--- config.mk ---
export PLATFORM = sky130hd
export DESIGN_NAME = clk_div_cfg_ctrl
export DESIGN_NICKNAME = d
export VERILOG_FILES = /design/src/rtl/clk_div_cfg_pkg.sv /design/src/rtl/clk_div_cfg_ctrl_rr_arbiter.sv /design/src/rtl/clk_div_cfg_ctrl.sv
export SDC_FILE = /design/constraint.sdc
export NUM_CORES = 1
export LEC_CHECK = 0
export ABC_AREA = 0
export BUFFER_PORTS_ARGS = -buffer_cell sky130_fd_sc_hd__clkbuf_2
export CORE_MARGIN = 2
export CORE_UTILIZATION = 40
export CTS_CLUSTER_SIZE = 8
export DETAILED_ROUTE_END_ITERATION = 7
export RECOVER_POWER = 25
export SLEW_MARGIN = 10
export SYNTH_ARGS = -nofsm -noshare
export SYNTH_HDL_FRONTEND = slang
export SYNTH_HIERARCHICAL = 1
export SYNTH_SLANG_ARGS = --single-unit
--- constraint.sdc ---
create_clock -name i_ref_clk -period 1.7 [get_ports i_ref_clk]
set_input_delay 0.17 -clock i_ref_clk [delete_from_list [all_inputs] [get_ports i_ref_clk]]
set_output_delay 0.17 -clock i_ref_clk [all_outputs]
set_load 0.03 [all_outputs]
--- src/rtl/clk_div_cfg_pkg.sv ---
// Shared state encoding and default constants for the clock-divider configuration sequencer.
package clk_div_cfg_pkg;

    typedef enum logic [2:0] {
        IDLE,
        DRAIN,
        LOAD,
        RESUME,
        ACK
    } state_t;

    localparam int DEF_RATIO_W       = 8;
    localparam int DEF_SETTLE_CYC    = 4;
    localparam int DEF_DEFAULT_RATIO = 2;

endpackage

--- src/rtl/clk_div_cfg_ctrl_rr_arbiter.sv ---
// Combinational round-robin arbiter: the first request at or above ptr, wrapping, wins.
module rr_arbiter #(
    parameter int N_REQ = 2,
    parameter int IDX_W = (N_REQ > 1) ? $clog2(N_REQ) : 1
) (
    input  logic [N_REQ-1:0] req,
    input  logic [IDX_W-1:0] ptr,
    output logic [N_REQ-1:0] gnt_oh,
    output logic [IDX_W-1:0] gnt_idx
);

    logic found;

    function automatic logic [IDX_W-1:0] wrap_idx(input logic [IDX_W-1:0] base, input int off);
        int s;
        s = int'(base) + off;
        if (s >= N_REQ) s = s - N_REQ;
        return IDX_W'(s);
    endfunction

    always_comb begin
        found   = 1'b0;
        gnt_idx = '0;
        gnt_oh  = '0;
        for (int i = 0; i < N_REQ; i++) begin
            if (!found && req[wrap_idx(ptr, i)]) begin
                found   = 1'b1;
                gnt_idx = wrap_idx(ptr, i);
            end
        end
        gnt_oh[gnt_idx] = found;
    end

endmodule

--- src/rtl/clk_div_cfg_ctrl.sv ---
// Divider configuration sequencer: arbitrates ratio requests and applies them with a safe
// disable/settle/load/enable/settle/grant order. Optional lock input enabled by CLK_DIV_CFG_LOCK_EN.
module clk_div_cfg_ctrl
    import clk_div_cfg_pkg::*;
#(
    parameter int RATIO_W       = DEF_RATIO_W,
    parameter int N_REQ         = 2,
    parameter int SETTLE_CYC    = DEF_SETTLE_CYC,
    parameter int DEFAULT_RATIO = DEF_DEFAULT_RATIO
) (
    input  logic                     i_ref_clk,
    input  logic                     i_rst_n,
    input  logic [N_REQ-1:0]         i_req,
    input  logic [N_REQ*RATIO_W-1:0] i_req_ratio,
`ifdef CLK_DIV_CFG_LOCK_EN
    input  logic                     i_lock,
    output logic                     o_rej,
`endif
    output logic [N_REQ-1:0]         o_gnt,
    output logic                     o_busy,
    output logic                     o_clk_en,
    output logic [RATIO_W-1:0]       o_div_ratio
);

    localparam int IDX_W = (N_REQ > 1) ? $clog2(N_REQ) : 1;
    localparam int CNT_W = $clog2(SETTLE_CYC + 1);
    localparam logic [CNT_W-1:0]   CNT_LAST  = CNT_W'(SETTLE_CYC - 1);
    localparam logic [RATIO_W-1:0] RATIO_RST = RATIO_W'(DEFAULT_RATIO);

    state_t             state_reg;
    logic [CNT_W-1:0]   cnt_reg;
    logic [IDX_W-1:0]   ptr_reg;
    logic [IDX_W-1:0]   winner_reg;
    logic [RATIO_W-1:0] r_ratio_reg;

    logic [N_REQ-1:0]   arb_oh;
    logic [IDX_W-1:0]   arb_idx;
    logic [RATIO_W-1:0] sel_ratio;
    logic               lock_hit;

    rr_arbiter #(
        .N_REQ (N_REQ),
        .IDX_W (IDX_W)
    ) u_arb (
        .req     (i_req),
        .ptr     (ptr_reg),
        .gnt_oh  (arb_oh),
        .gnt_idx (arb_idx)
    );

    assign sel_ratio = i_req_ratio[int'(arb_idx)*RATIO_W +: RATIO_W];

`ifdef CLK_DIV_CFG_LOCK_EN
    assign lock_hit = i_lock;

    // Reject flag rides alongside the grant issued straight from IDLE.
    always_ff @(posedge i_ref_clk) begin
        if (!i_rst_n) o_rej <= 1'b0;
        else          o_rej <= (state_reg == IDLE) && (|i_req) && i_lock;
    end
`else
    assign lock_hit = 1'b0;
`endif

    always_ff @(posedge i_ref_clk) begin
        if (!i_rst_n) begin
            state_reg   <= IDLE;
            cnt_reg     <= '0;
            ptr_reg     <= '0;
            winner_reg  <= '0;
            r_ratio_reg <= RATIO_RST;
            o_div_ratio <= RATIO_RST;
            o_clk_en    <= 1'b1;
            o_gnt       <= '0;
            o_busy      <= 1'b0;
        end else begin
            o_gnt <= '0;
            case (state_reg)
                IDLE: begin
                    if (|i_req) begin
                        winner_reg  <= arb_idx;
                        r_ratio_reg <= sel_ratio;
                        cnt_reg     <= '0;
                        o_busy      <= 1'b1;
                        if (lock_hit || (sel_ratio == o_div_ratio)) begin
                            state_reg <= ACK;
                            o_gnt     <= arb_oh;
                        end else begin
                            state_reg <= DRAIN;
                            o_clk_en  <= 1'b0;
                        end
                    end
                end
                DRAIN: begin
                    if (cnt_reg == CNT_LAST) begin
                        state_reg   <= LOAD;
                        cnt_reg     <= '0;
                        // New ratio is visible for the whole LOAD cycle, while the enable is still low.
                        o_div_ratio <= r_ratio_reg;
                    end else begin
                        cnt_reg <= cnt_reg + 1'b1;
                    end
                end
                LOAD: begin
                    state_reg <= RESUME;
                    cnt_reg   <= '0;
                    o_clk_en  <= 1'b1;
                end
                RESUME: begin
                    if (cnt_reg == CNT_LAST) begin
                        state_reg <= ACK;
                        cnt_reg   <= '0;
                        o_gnt     <= N_REQ'(1) << winner_reg;
                    end else begin
                        cnt_reg <= cnt_reg + 1'b1;
                    end
                end
                ACK: begin
                    state_reg <= IDLE;
                    cnt_reg   <= '0;
                    o_busy    <= 1'b0;
                    ptr_reg   <= (winner_reg == IDX_W'(N_REQ - 1)) ? '0 : winner_reg + 1'b1;
                end
                default: begin
                    state_reg <= IDLE;
                    cnt_reg   <= '0;
                    o_busy    <= 1'b0;
                    o_clk_en  <= 1'b1;
                end
            endcase
        end
    end

endmodule

After elaboration in Yosys (flattened, before gate mapping)
Cells that the tools add are included.
{ "word_totals": {"word_cells": 78, "output_inout_bits": 12, "regBits": 28} }
{ "classes": {"muxes": 30, "order_cmp": 6, "n_addsub": 5, "n_eq_ne": 10, "shifts": 2, "n_reduce_logical": 13, "bitwise_logic": 3} }
{ "ops": {"columns": ["operator", "count"], "rows": [
  ["$mux W3", 6],
  ["$shiftx A16 B5 Y8", 1],
  ["$mux W1", 15],
  ["$pmux W3 S4", 1],
  ["$eq A3 B2 Y1 const B", 3],
  ["$eq A8 B8 Y1", 1],
  ["$ne A2 B2 Y1 const B", 4],
  ["$lt A1 B2 Y1 const B", 3],
  ["$mux W2", 3],
  ["$pmux W3 S2", 1],
  ["$reduce_and A2 Y1", 3],
  ["$reduce_and A3 Y1", 2],
  ["$reduce_or A3 Y1", 2],
  ["$pmux W1 S2", 2],
  ["$pmux W2 S2", 1],
  ["$reduce_or A2 Y1", 2],
  ["$add A3 B1 Y3 const B", 1],
  ["$eq A3 B1 Y1 const B", 1],
  ["$eq A3 B3 Y1 const B", 1],
  ["$logic_not A3 Y1", 1],
  ["$add A1 B1 Y2 const B", 1],
  ["$and A2 B2 Y2", 1],
  ["$ge A1 B2 Y1 const B", 1],
  ["$ge A2 B2 Y1 const B", 1],
  ["other kinds (8)", 11]
]} }

Depth between registers and ports, before layout
Gate-level depths: netlist (run 1).
{ "logic_depth": {"depth_word": 16, "depth_mapped": 8, "ltp_nobuf": 7} }

Hierarchy
The synthesis (run 1) kept the hierarchy.
{ "by_module_without_submodules": {"columns": ["mod", "cells_per_inst", "area_each_um2", "n_inst"], "rows": [
  ["clk_div_cfg_ctrl", 134, 1316.3, 1],
  ["rr_arbiter", 4, 30.0, 1]
]} }

Worst setup path after synthesis (run 1)
Ideal clock, no wire load.
{ "synth_timing": {"path_kind": "reg2reg", "start": "register ptr_reg", "end": "register o_gnt[0]", "synth_period_minus_slack_ns": 1.617, "arrival_ns": 1.558, "path_slack_ns": 0.083, "path_stages_with_launch": 9, "t_required_ns": 1.640, "setup_ns": 0.060, "path_cell_list": "dfxtp_1 -> inv_1 -> a21boi_1 -> buf_6 -> mux2i_1 -> xor2_1 -> nand4_1 -> nor2_2 -> a41o_1"} }
{ "synth_via": {"elab_chain_len": 16} }
{ "synth_lines": {"columns": ["item", "line", "rtl"], "rows": [
  ["start: declaration", "clk_div_cfg_ctrl.sv:32", "logic [IDX_W-1:0] ptr_reg;"],
  ["start signal: assignment", "clk_div_cfg_ctrl.sv:122", "ptr_reg <= (winner_reg == IDX_W'(N_REQ - 1)) ? '0 : winner_reg + 1'b1;"],
  ["$ge A1 B2 Y1 / $sub A1 B1 Y1 (equally long branches)", "clk_div_cfg_ctrl_rr_arbiter.sv:17", "if (s >= N_REQ) s = s - N_REQ;"],
  ["$mux W1", "clk_div_cfg_ctrl_rr_arbiter.sv:17", null],
  ["$mux W1 (not written as such) (2 in a row)", "clk_div_cfg_ctrl_rr_arbiter.sv:26", "if (!found && req[wrap_idx(ptr, i)]) begin"],
  ["$mux W1", "clk_div_cfg_ctrl_rr_arbiter.sv:26", null],
  ["$logic_not A1 Y1", "clk_div_cfg_ctrl_rr_arbiter.sv:26", null],
  ["$logic_and A1 B1 Y1", "clk_div_cfg_ctrl_rr_arbiter.sv:26", null],
  ["$mux W1 (*)", "clk_div_cfg_ctrl_rr_arbiter.sv:26", null],
  ["named net arb_idx", "clk_div_cfg_ctrl.sv:37", "logic [IDX_W-1:0] arb_idx;"],
  ["parallel branches: the longest is 5 deep, another holds $shiftx A16 B5 Y8", null, null],
  ["$mux W2 (*)", "clk_div_cfg_ctrl.sv:85", "if (lock_hit || (sel_ratio == o_div_ratio)) begin"],
  ["$mux W2 (*)", "clk_div_cfg_ctrl.sv:80", "if (|i_req) begin"],
  ["$pmux W2 S2 (*)", "clk_div_cfg_ctrl.sv:78", "case (state_reg)"],
  ["end signal: assignment", "clk_div_cfg_ctrl.sv:87", "o_gnt <= arb_oh;"],
  ["end signal: assignment", "clk_div_cfg_ctrl.sv:113", "o_gnt <= N_REQ'(1) << winner_reg;"],
  ["end: declaration", "clk_div_cfg_ctrl.sv:19", "output logic [N_REQ-1:0] o_gnt,"]
]} }
Mark *: on every way through the listed nets, which the timed path passes. The select of a mux whose other input is x is not followed.
A chain may end at the register's enable or synchronous reset.

Final worst setup path (run 1)
Same ends and word-level chain as after synthesis.

==> metrics.txt, run 1 <==
Leak=around 0.00077 uW; post-synthesis compound-gate area fraction=between 10% and 20%; H-tree levels=1; Hold Crit Class=input pin to flop; #FFs+latches synth=28; fmax=roughly 0.56 GHz; first-pass GRT wire length=about 4.5 mm; element type at the critical path end=flop; Die Height=62.0 um; Post-Route Utilization=a little over half; Die Span X=slightly above 60 um; max-slew violation count=0; RR Endpoint=o_gnt[0]; Total Power=about 1400 uW; cells on worst reg2reg path=8; drt first pass iters=4; Multi-input gate area=roughly 830 um2; crit start category=flop; layout cell share with drive strength beyond 1=approximately 32%; critical path fanouts, max=5; multiplexer share of the synthesized area=between 10% and 20%; WP depth=8; Cell Pwr Density=between 800 and 900 mW/mm2; WL final=2.84 mm; worst slew pin tran=about 0.4 ns; CP required=around 2 ns; status=complete, but fails checks; Syn Nets=159; commonest non-fill, non-tap cell in the layout=dfxtp_1; clock transition at the registers of the reported paths=0.15 ns; final clock skew=between 0.008 and 0.009 ns; Mapped Cells=roughly 140; GRT overflow=0; synthesized-area fraction occupied by adder cells=0.929%; clock latency on the worst-skew pair=0.32 ns; Sequential Area=approximately 560 um2; core box area=0.00328 mm2; IO Pins=32; clock sinks=28; Final GP Congestion=about 0.78; slowest stage delay, CP=about 0.36 ns; Mapped Area=between 0.001 and 0.0015 mm2; final worst slack=-0.0758 ns; Port Buffers=31; CTS Root Cell=clkbuf_4; post-DP HPWL=approximately 2.0 mm; largest net degree at the start of global routing=22; maximum vdd ir drop=between 0.0003 and 0.0004 V; vias in the first global route=approximately 980; DR WL/cell=approximately 13 um; simple-gate area share of the yosys netlist=21.5%; Min Clock Period, post-route=1.78 ns; Seq/Total Area, Yosys=a little over two fifths; RSZ-0062 raised after global routing=yes; initial drt markers=29; Initial Utilization=roughly two fifths; CP Cell Sequence=inv_2 -> a21boi_4 -> buf_8 -> mux2i_2 -> xor2_1 -> nand4_1 -> nor2_4 -> a41o_1; async set-reset flop share out of synthesis=0%; Max stage delay cell, worst path=dfxtp_2; area grow syn2layout=30.9%; Period Utilization, post-route=104%; Diodes inserted=0; final hold vios=0; DRC viols=0; CTS max path bufs=2; total die area=between 0.003 and 0.004 mm2; Post-synth top flop=dfxtp_1; Slew HR=approximately three quarters; Max-cap violations=0; CTS Buf Count=3; YS warnings=6; final setup vio count=5; Setup Buffers After CTS=0; EDFF count, synth=0; CTS tree=built; Post-DRT Antenna Nets=0; num rows=21; fillers=318; Bufs and invs on worst path=2; gr usage total=between 10% and 20%; most frequent cells in the layout=27 x dfxtp_1, 24 x clkbuf_2, 15 x nand2_1, 12 x nor2b_1; Worst Setup EP=o_gnt[0]; Worst EP arrival=2.05 ns; largest family of logic cells by synthesized area=simple AND/OR/NAND/NOR gates; mean cell area of the mapped netlist=slightly below 10 um2; worst hold slack=between 0.15 and 0.2 ns; setup slack, reg-to-reg=-0.08 ns; Critical path origin=ptr_reg; crit-path leading delay family=flip-flops; Netlist cell types=34; crit path kind=flop to flop; Nets=~200; XOR/XNOR Fraction of Synth Area=just under 6%; Reg-to-Reg Start=ptr_reg; violated checks=setup timing; average vias per placed instance=~5.0; via count=around 1100; initial antenna violation count=0
-- per-layer routing --
layer	track usage, %	part of all wire, %	routed length (um)
met2	24.6	48	1370
met4	6.38	0.67	19
met1	23.0	49	1380
met3	1.86	2.4	69
met5	0	0	0
-- metrics by stage --
| step | setup TNS [ns] | instance area (um2) | setup slack [ns] | cells |
|---|---|---|---|---|
| after detailed placement | -0.598 | 1610 | -0.131 | 218 |
| after global placement | -0.374 | 1610 | -0.0838 | 218 |
| after global routing | -0.698 | 1760 | -0.161 | 223 |
| final | -0.308 | 1760 | -0.0758 | 223 |
| after floorplan | 0 | 1350 | 0.0827 | 138 |
| after CTS | -0.340 | 1750 | -0.0818 | 223 |
-- what timing repair did --
item,in CTS,in global routing
cloned,1,0
resized for setup,18,4
hold buffers,0,0
setup endpoints to repair,5,5
pin swaps,6,6
-- power by group --
group	switching, uW	total (uW)	internal [uW]
combinational	141	287	145
clock	193	431	238
sequential	30.0	727	697
total	364	1450	1080
-- cell type report --
type | instances | share of cell area (%)
timing repair buffer | 42 | 14.3
inverter | 1 | 0.213
sequential | 28 | 31.9
tap | 46 | 3.26
clock buffer | 3 | 1.28
multi-input combinational | 102 | 47.3
clock inverter | 1 | 1.70
-- tightest hold or removal path: cells and delay by family --
family / cells / cell delay, ns
mux: 1 / 0.07
simple gates: 2 / 0.12
compound gates: 1 / 0.07
buf+inv: 1 / 0.08
-- cells by family after synthesis --
family | count (synthesis)
AO/OA/AOI/OAI | 24
adder cells (fa/ha/maj) | 1
AND/OR/NAND/NOR | 51
XOR/XNOR | 9
buffers and inverters | 8
multiplexers | 17
flip-flops | 28
-- cell usage after synthesis (2+ instances only) --
cell,n,share of area (%)
a21boi_1,2,1.1
a31o_2,2,1.3
a41o_1,2,1.5
and2_1,2,0.93
buf_2,3,1.1
clkbuf_1,3,0.84
dfxtp_1,28,42
mux2i_1,17,13
nand2_1,15,4.2
nand2b_1,2,0.93
nand3_1,3,1.1
nand4_1,2,0.93
nor2_1,5,1.4
nor2b_1,12,5.6
nor3_1,3,1.1
o211a_1,7,5.2
o21ai_0,5,1.9
xor2_1,9,5.9
-- worst min path at each step --
stage                              start  depth (start not counted)              to  slack [ns]
final                     i_req_ratio[9]                          5  r_ratio_reg[1]        0.20
after global routing      i_req_ratio[9]                          5  r_ratio_reg[1]        0.17
after CTS                 i_req_ratio[0]                          4  r_ratio_reg[0]        0.19
after detailed placement  r_ratio_reg[1]                          2  o_div_ratio[1]        0.46
after global placement    r_ratio_reg[1]                          2  o_div_ratio[1]        0.45
after floorplan                 i_req[1]                          2        o_gnt[0]        0.41
Power figures use the tool's default switching activity.
==> inputs of run 2 (changes only) <==
Settings changed: SETUP_SLACK_MARGIN from default to 0.1.
Clock period 1.7 ns to 2.3 ns, I/O delays scaled along.
==> run 2 against run 1 <==
Net effect: the run now ends clean; cell count is 4.0% lower; critical path depth is the same; utilization shrank 6.1 points; sequential cell count stayed put; global-route usage decreased by 2.3 points; final area down 11%; fmax shrank 7.9%; power fell by 35%; setup slack improved by 0.45 ns; clock skew down 0.0076 ns; count of clock-buffer cells in the layout grew 1; combinational power shrank 43%; critical path type unchanged; critical endpoint unchanged; largest power group unchanged.
==> metrics.txt, run 2 (synthesis gave the netlist of run 1 again) <==
CTS Root Cell=clkbuf_4 (unchanged); Hold Crit Class=input pin to flop (unchanged); crit start category=flop (unchanged); Setup Buffers After CTS=0 (unchanged); Post-CTS Resized=0 (was 18); largest net degree at the start of global routing=32 (was 22); Initial Utilization=41.0% (unchanged); cells on worst reg2reg path=8 (unchanged); RSZ-0062 raised after global routing=no (was yes); via count=1041 (was 1116); Slew HR=65.5% (was 74.0%); Die Span X=62.0 um (unchanged); Cell Pwr Density=597 mW/mm2 (was 820 mW/mm2); Post-DRT Antenna Nets=0 (unchanged); initial drt markers=31 (was 29); final clock skew=0.000988 ns (was 0.00861 ns); critical path fanouts, max=9 (was 5); CP required=2.57 ns (was 1.97 ns); Final GP Congestion=0.750 (was 0.779); Worst EP arrival=2.20 ns (was 2.05 ns); total die area=0.00385 mm2 (unchanged); DRC viols=0 (unchanged); core box area=0.00328 mm2 (unchanged); Port Buffers=31 (unchanged); gr usage total=13.8% (was 16.1%); Clock Power Share=24.8% (was 29.8%); H-tree levels=1 (unchanged); crit path kind=flop to flop (unchanged); Net Sw Power=244 uW (was 364 uW); Max-cap violations=0 (unchanged); Period Utilization, post-route=83.8% (was 104%); hold path endpoint=r_ratio_reg[1] (unchanged); hold-critical path depth=5 (unchanged); maximum vdd ir drop=0.000215 V (was 0.000306 V); final hold vios=0 (unchanged); layout cell share with drive strength beyond 1=20.8% (was 32.2%); Area after DPL=0.00154 mm2 (was 0.00161 mm2); IO Pins=32 (unchanged); area grow syn2layout=16.0% (was 30.9%); initial antenna violation count=0 (unchanged); Total Power=932 uW (was 1450 uW); Flop pwr share=57.6% (was 50.3%); clock transition at the registers of the reported paths=0.14 ns (was 0.15 ns); element type at the critical path end=flop (unchanged); Die Height=62.0 um (unchanged); Fin Setup TNS=0 ns (was -0.308 ns); vias in the first global route=933 (was 976); most frequent cells in the layout=28 x dfxtp_1, 22 x clkbuf_2, 17 x mux2i_1, 15 x nand2_1, 12 x nor2b_1 (was 27 x dfxtp_1, 24 x clkbuf_2, 15 x nand2_1, 12 x nor2b_1); Nets=190 (was 199); Min Clock Period, post-route=1.93 ns (was 1.78 ns); fmax=0.519 GHz (was 0.563 GHz); status=finished clean (was complete, but fails checks); RR Endpoint=o_gnt[0] (unchanged); final setup vio count=0 (was 5); worst slew pin tran=0.518 ns (was 0.391 ns); Sw Share=26.1% (was 25.2%); average vias per placed instance=4.86 (was 5.00); GRT overflow=0 (unchanged); first-pass GRT wire length=3.99 mm (was 4.51 mm); Reg-to-Reg Start=ptr_reg (unchanged); setup slack, reg-to-reg=0.37 ns (was -0.08 ns); CTS max path bufs=2 (unchanged); clock sinks=28 (unchanged); commonest non-fill, non-tap cell in the layout=dfxtp_1 (unchanged); WL final=2.46 mm (was 2.84 mm); CTS tree=built (unchanged); CTS Buf Count=3 (unchanged); hold_buf cts=0 (unchanged); hold_sp=i_req_ratio[1] (was i_req_ratio[9]); P_int=688 uW (was 1080 uW); final instance area=0.00156 mm2 (was 0.00176 mm2); Comb pwr share=17.6% (was 19.8%); Leak=0.000690 uW (was 0.000770 uW); num rows=21 (unchanged); max-slew violation count=0 (unchanged); worst hold slack=0.278 ns (was 0.200 ns); Diodes inserted=0 (unchanged); post-DP HPWL=1.86 mm (was 2.00 mm); drt first pass iters=4 (unchanged); clock latency on the worst-skew pair=0.31 ns (was 0.32 ns); DR WL/cell=11.5 um (was 12.7 um)
## run 2: power groups by stage
stage               logic, uW  clock network, uW  registers (uW)
finish                    164                231             537
detailed placement        165                  0             548
floorplan                 116                  0             553
CTS                       167                247             537
global placement          164                  0             546
global route              185                265             542
## run 2: worst max path at each step
stage / start / endpoint / slack (ns)
after global routing: ptr_reg / o_gnt[1] / 0.21
final: ptr_reg / o_gnt[0] / 0.37
after global placement: i_req[1] / o_gnt[1] / 0.49
after CTS: ptr_reg / o_gnt[0] / 0.36
after detailed placement: ptr_reg / o_gnt[0] / 0.41
after floorplan: ptr_reg / o_gnt[0] / 0.68
## run 2: worst max-delay path, cell delays in order (launching register included)
cell and delay [ns]:
dfxtp_1 0.39, inv_1 0.07, a21boi_1 0.14, buf_4 0.22, mux2i_1 0.30, xor2_1 0.18
nand4_1 0.13, nor2_2 0.24, a41o_1 0.20
## run 2: cell type report
cell class	count	area, um2
Fill cell	326	1720
Multi-Input combinational cell	102	744
Sequential cell	28	561
Timing Repair Buffer	33	159
Tap cell	46	57.6
Clock buffer	4	36.3
Inverter	1	3.75
## run 2: per-layer routing
layer  wire (um)  up-vias  part of all wire [%]  track usage [%]
met1        1220      469                    50             19.7
met4          17        0                  0.69             4.56
li1            -      550                     -                -
met3          85        2                   3.5             2.48
met2        1140       20                    46             21.0
met5           0        -                     0                0
## run 2: stage by stage
step                      instances  utilization, %  worst slack [ns]
after floorplan                 138               -             0.683
final                           214            47.5             0.372
after global placement          210            46.8             0.489
after CTS                       214            47.9             0.357
after global routing            214            47.5             0.214
after detailed placement        210            46.8             0.411
==> inputs of run 3 (changes only) <==
Clock period 2.3 ns to 1.98 ns, I/O delays scaled along.
==> run 3 against run 2 <==
Net effect: clock skew increased by 0.0072 ns; sequential power rose by 16%; cell count increased by 0.93%; first-iteration DRC count rose by 120%; power grew 20%; setup slack got worse by 0.21 ns; via count up 4.6%; non-clock buffer count grew 2; fmax rose by 6.2%; highest routed layer unchanged; global-route usage is essentially flat; die area is the same; routed wire length up 9.7%.
==> metrics.txt, run 3 (synthesis gave the netlist of run 1 again) <==
status=finished clean (unchanged); worst slew pin tran=0.562 ns (was 0.518 ns); Nets=192 (was 190); GRT overflow=0 (unchanged); WL final=2.70 mm (was 2.46 mm); via count=1089 (was 1041); num rows=21 (unchanged); gr usage total=13.8% (about the same); crit start category=flop (unchanged); routed wl met3=136 um (was 85 um); layout cell share with drive strength beyond 1=27.1% (was 20.8%); met2 WL=1.24 mm (was 1.14 mm); Diodes inserted=0 (unchanged); clock latency on the worst-skew pair=0.32 ns (was 0.31 ns); CTS tree=built (unchanged); hold-critical path depth=5 (unchanged); worst hold slack=0.246 ns (was 0.278 ns); drt first pass iters=5 (was 4); DR top layer=met4 (unchanged); first-pass GRT wire length=3.99 mm (unchanged); Slew HR=62.6% (was 65.5%); post-route insts no fill=216 (was 214); largest net degree at the start of global routing=32 (unchanged); Period Utilization, post-route=91.7% (was 83.8%); maximum vdd ir drop=0.000336 V (was 0.000215 V); Die Height=62.0 um (unchanged); Initial Utilization=41.0% (unchanged); Total Power=1120 uW (was 932 uW); Leak=0.000715 uW (was 0.000690 uW); Port Buffers=31 (unchanged); Final GP Congestion=0.772 (was 0.750); final clock skew=0.00815 ns (was 0.000988 ns); placed cells=211 (was 210); CTS max path bufs=2 (unchanged); Min Clock Period, post-route=1.81 ns (was 1.93 ns); Cell Pwr Density=670 mW/mm2 (was 597 mW/mm2); commonest non-fill, non-tap cell in the layout=dfxtp_1 (unchanged); most frequent cells in the layout=27 x dfxtp_1, 22 x clkbuf_2, 15 x nand2_1, 12 x nor2b_1, 11 x mux2i_1 (was 28 x dfxtp_1, 22 x clkbuf_2, 17 x mux2i_1, 15 x nand2_1, 12 x nor2b_1); RSZ-0062 raised after global routing=yes (was no); core box area=0.00328 mm2 (unchanged); clock sinks=28 (unchanged); CTS Buf Count=3 (unchanged); DRC viols=0 (unchanged); CP required=2.25 ns (was 2.57 ns); hold_buf cts=0 (unchanged); Setup Buffers After CTS=0 (unchanged); clock transition at the registers of the reported paths=0.15 ns (was 0.14 ns); fmax=0.551 GHz (was 0.519 GHz); IO Pins=32 (unchanged); final setup vio count=0 (unchanged); Fin Setup TNS=0 ns (unchanged); DR WL/cell=12.5 um (was 11.5 um); final hold vios=0 (unchanged); Max-cap violations=0 (unchanged); initial drt markers=67 (was 31); average vias per placed instance=5.04 (was 4.86); area grow syn2layout=24.2% (was 16.0%); max-slew violation count=0 (unchanged); H-tree levels=1 (unchanged); Hold Crit Class=input pin to flop (unchanged); Worst EP arrival=2.09 ns (was 2.20 ns); cells on worst reg2reg path=8 (unchanged); critical path fanouts, max=5 (was 9); CTS Root Cell=clkbuf_4 (unchanged); met1 WL=1.30 mm (was 1.22 mm); total die area=0.00385 mm2 (unchanged); Die Span X=62.0 um (unchanged); vias in the first global route=888 (was 933); element type at the critical path end=flop (unchanged); crit path kind=flop to flop (unchanged); Post-DRT Antenna Nets=0 (unchanged); Post-Route Utilization=50.9% (was 47.5%); initial antenna violation count=0 (unchanged); post-DP HPWL=1.89 mm (was 1.86 mm)
## run 3: changes by cell type in the layout (fill, tap and decap cells not counted), sizes merged
cell  change
buf       +2
## run 3: critical path: stages (launching register included)
cell      delay [ns]
dfxtp_2         0.38
inv_2           0.06
a21boi_4        0.19
buf_8           0.18
mux2i_4         0.24
xor2_1          0.19
nand4_1         0.16
nor2_4          0.19
a41o_1          0.17
## run 3: power by group
group	internal [uW]	switching, uW
Sequential	599	26.3
Clock	112	157
Combinational	109	116
Total	820	300
## run 3: stage by stage
| step | setup slack [ns] | area (um2) |
|---|---|---|
| after floorplan | 0.363 | 1350 |
| after global placement | 0.165 | 1540 |
| after detailed placement | 0.0946 | 1540 |
| after CTS | 0.113 | 1590 |
| after global routing | 0.0525 | 1670 |
| final | 0.165 | 1670 |
## run 3: timing repair
item	4_1_cts	5_1_grt
setup endpoints to repair	5	5
resized for setup	3	18
pin swaps	1	8
cloned	0	1
## run 3: area by class of cell
cell class | instances | area [um2]
clock buffers | 4 | 36.3
fillers | 312 | 1610
inverters | 1 | 3.75
multi-input cells | 102 | 827
flip-flops and latches | 28 | 562
well taps | 46 | 57.6
repair buffers | 35 | 185
## run 3: worst paths after layout
path / from / to / slack [ns]
min reg2reg: r_ratio_reg[1] / o_div_ratio[1] / 0.49
max: ptr_reg / o_gnt[0] / 0.17
min: i_req_ratio[1] / r_ratio_reg[1] / 0.25
max reg2reg: ptr_reg / o_gnt[0] / 0.17
## run 3: layer usage
| layer | vias to the layer above | track usage, % |
|---|---|---|
| met3 | 2 | 3.11 |
| met1 | 502 | 19.7 |
| met4 | 0 | 4.56 |
| met5 | - | 0 |
| li1 | 555 | - |
| met2 | 30 | 20.7 |
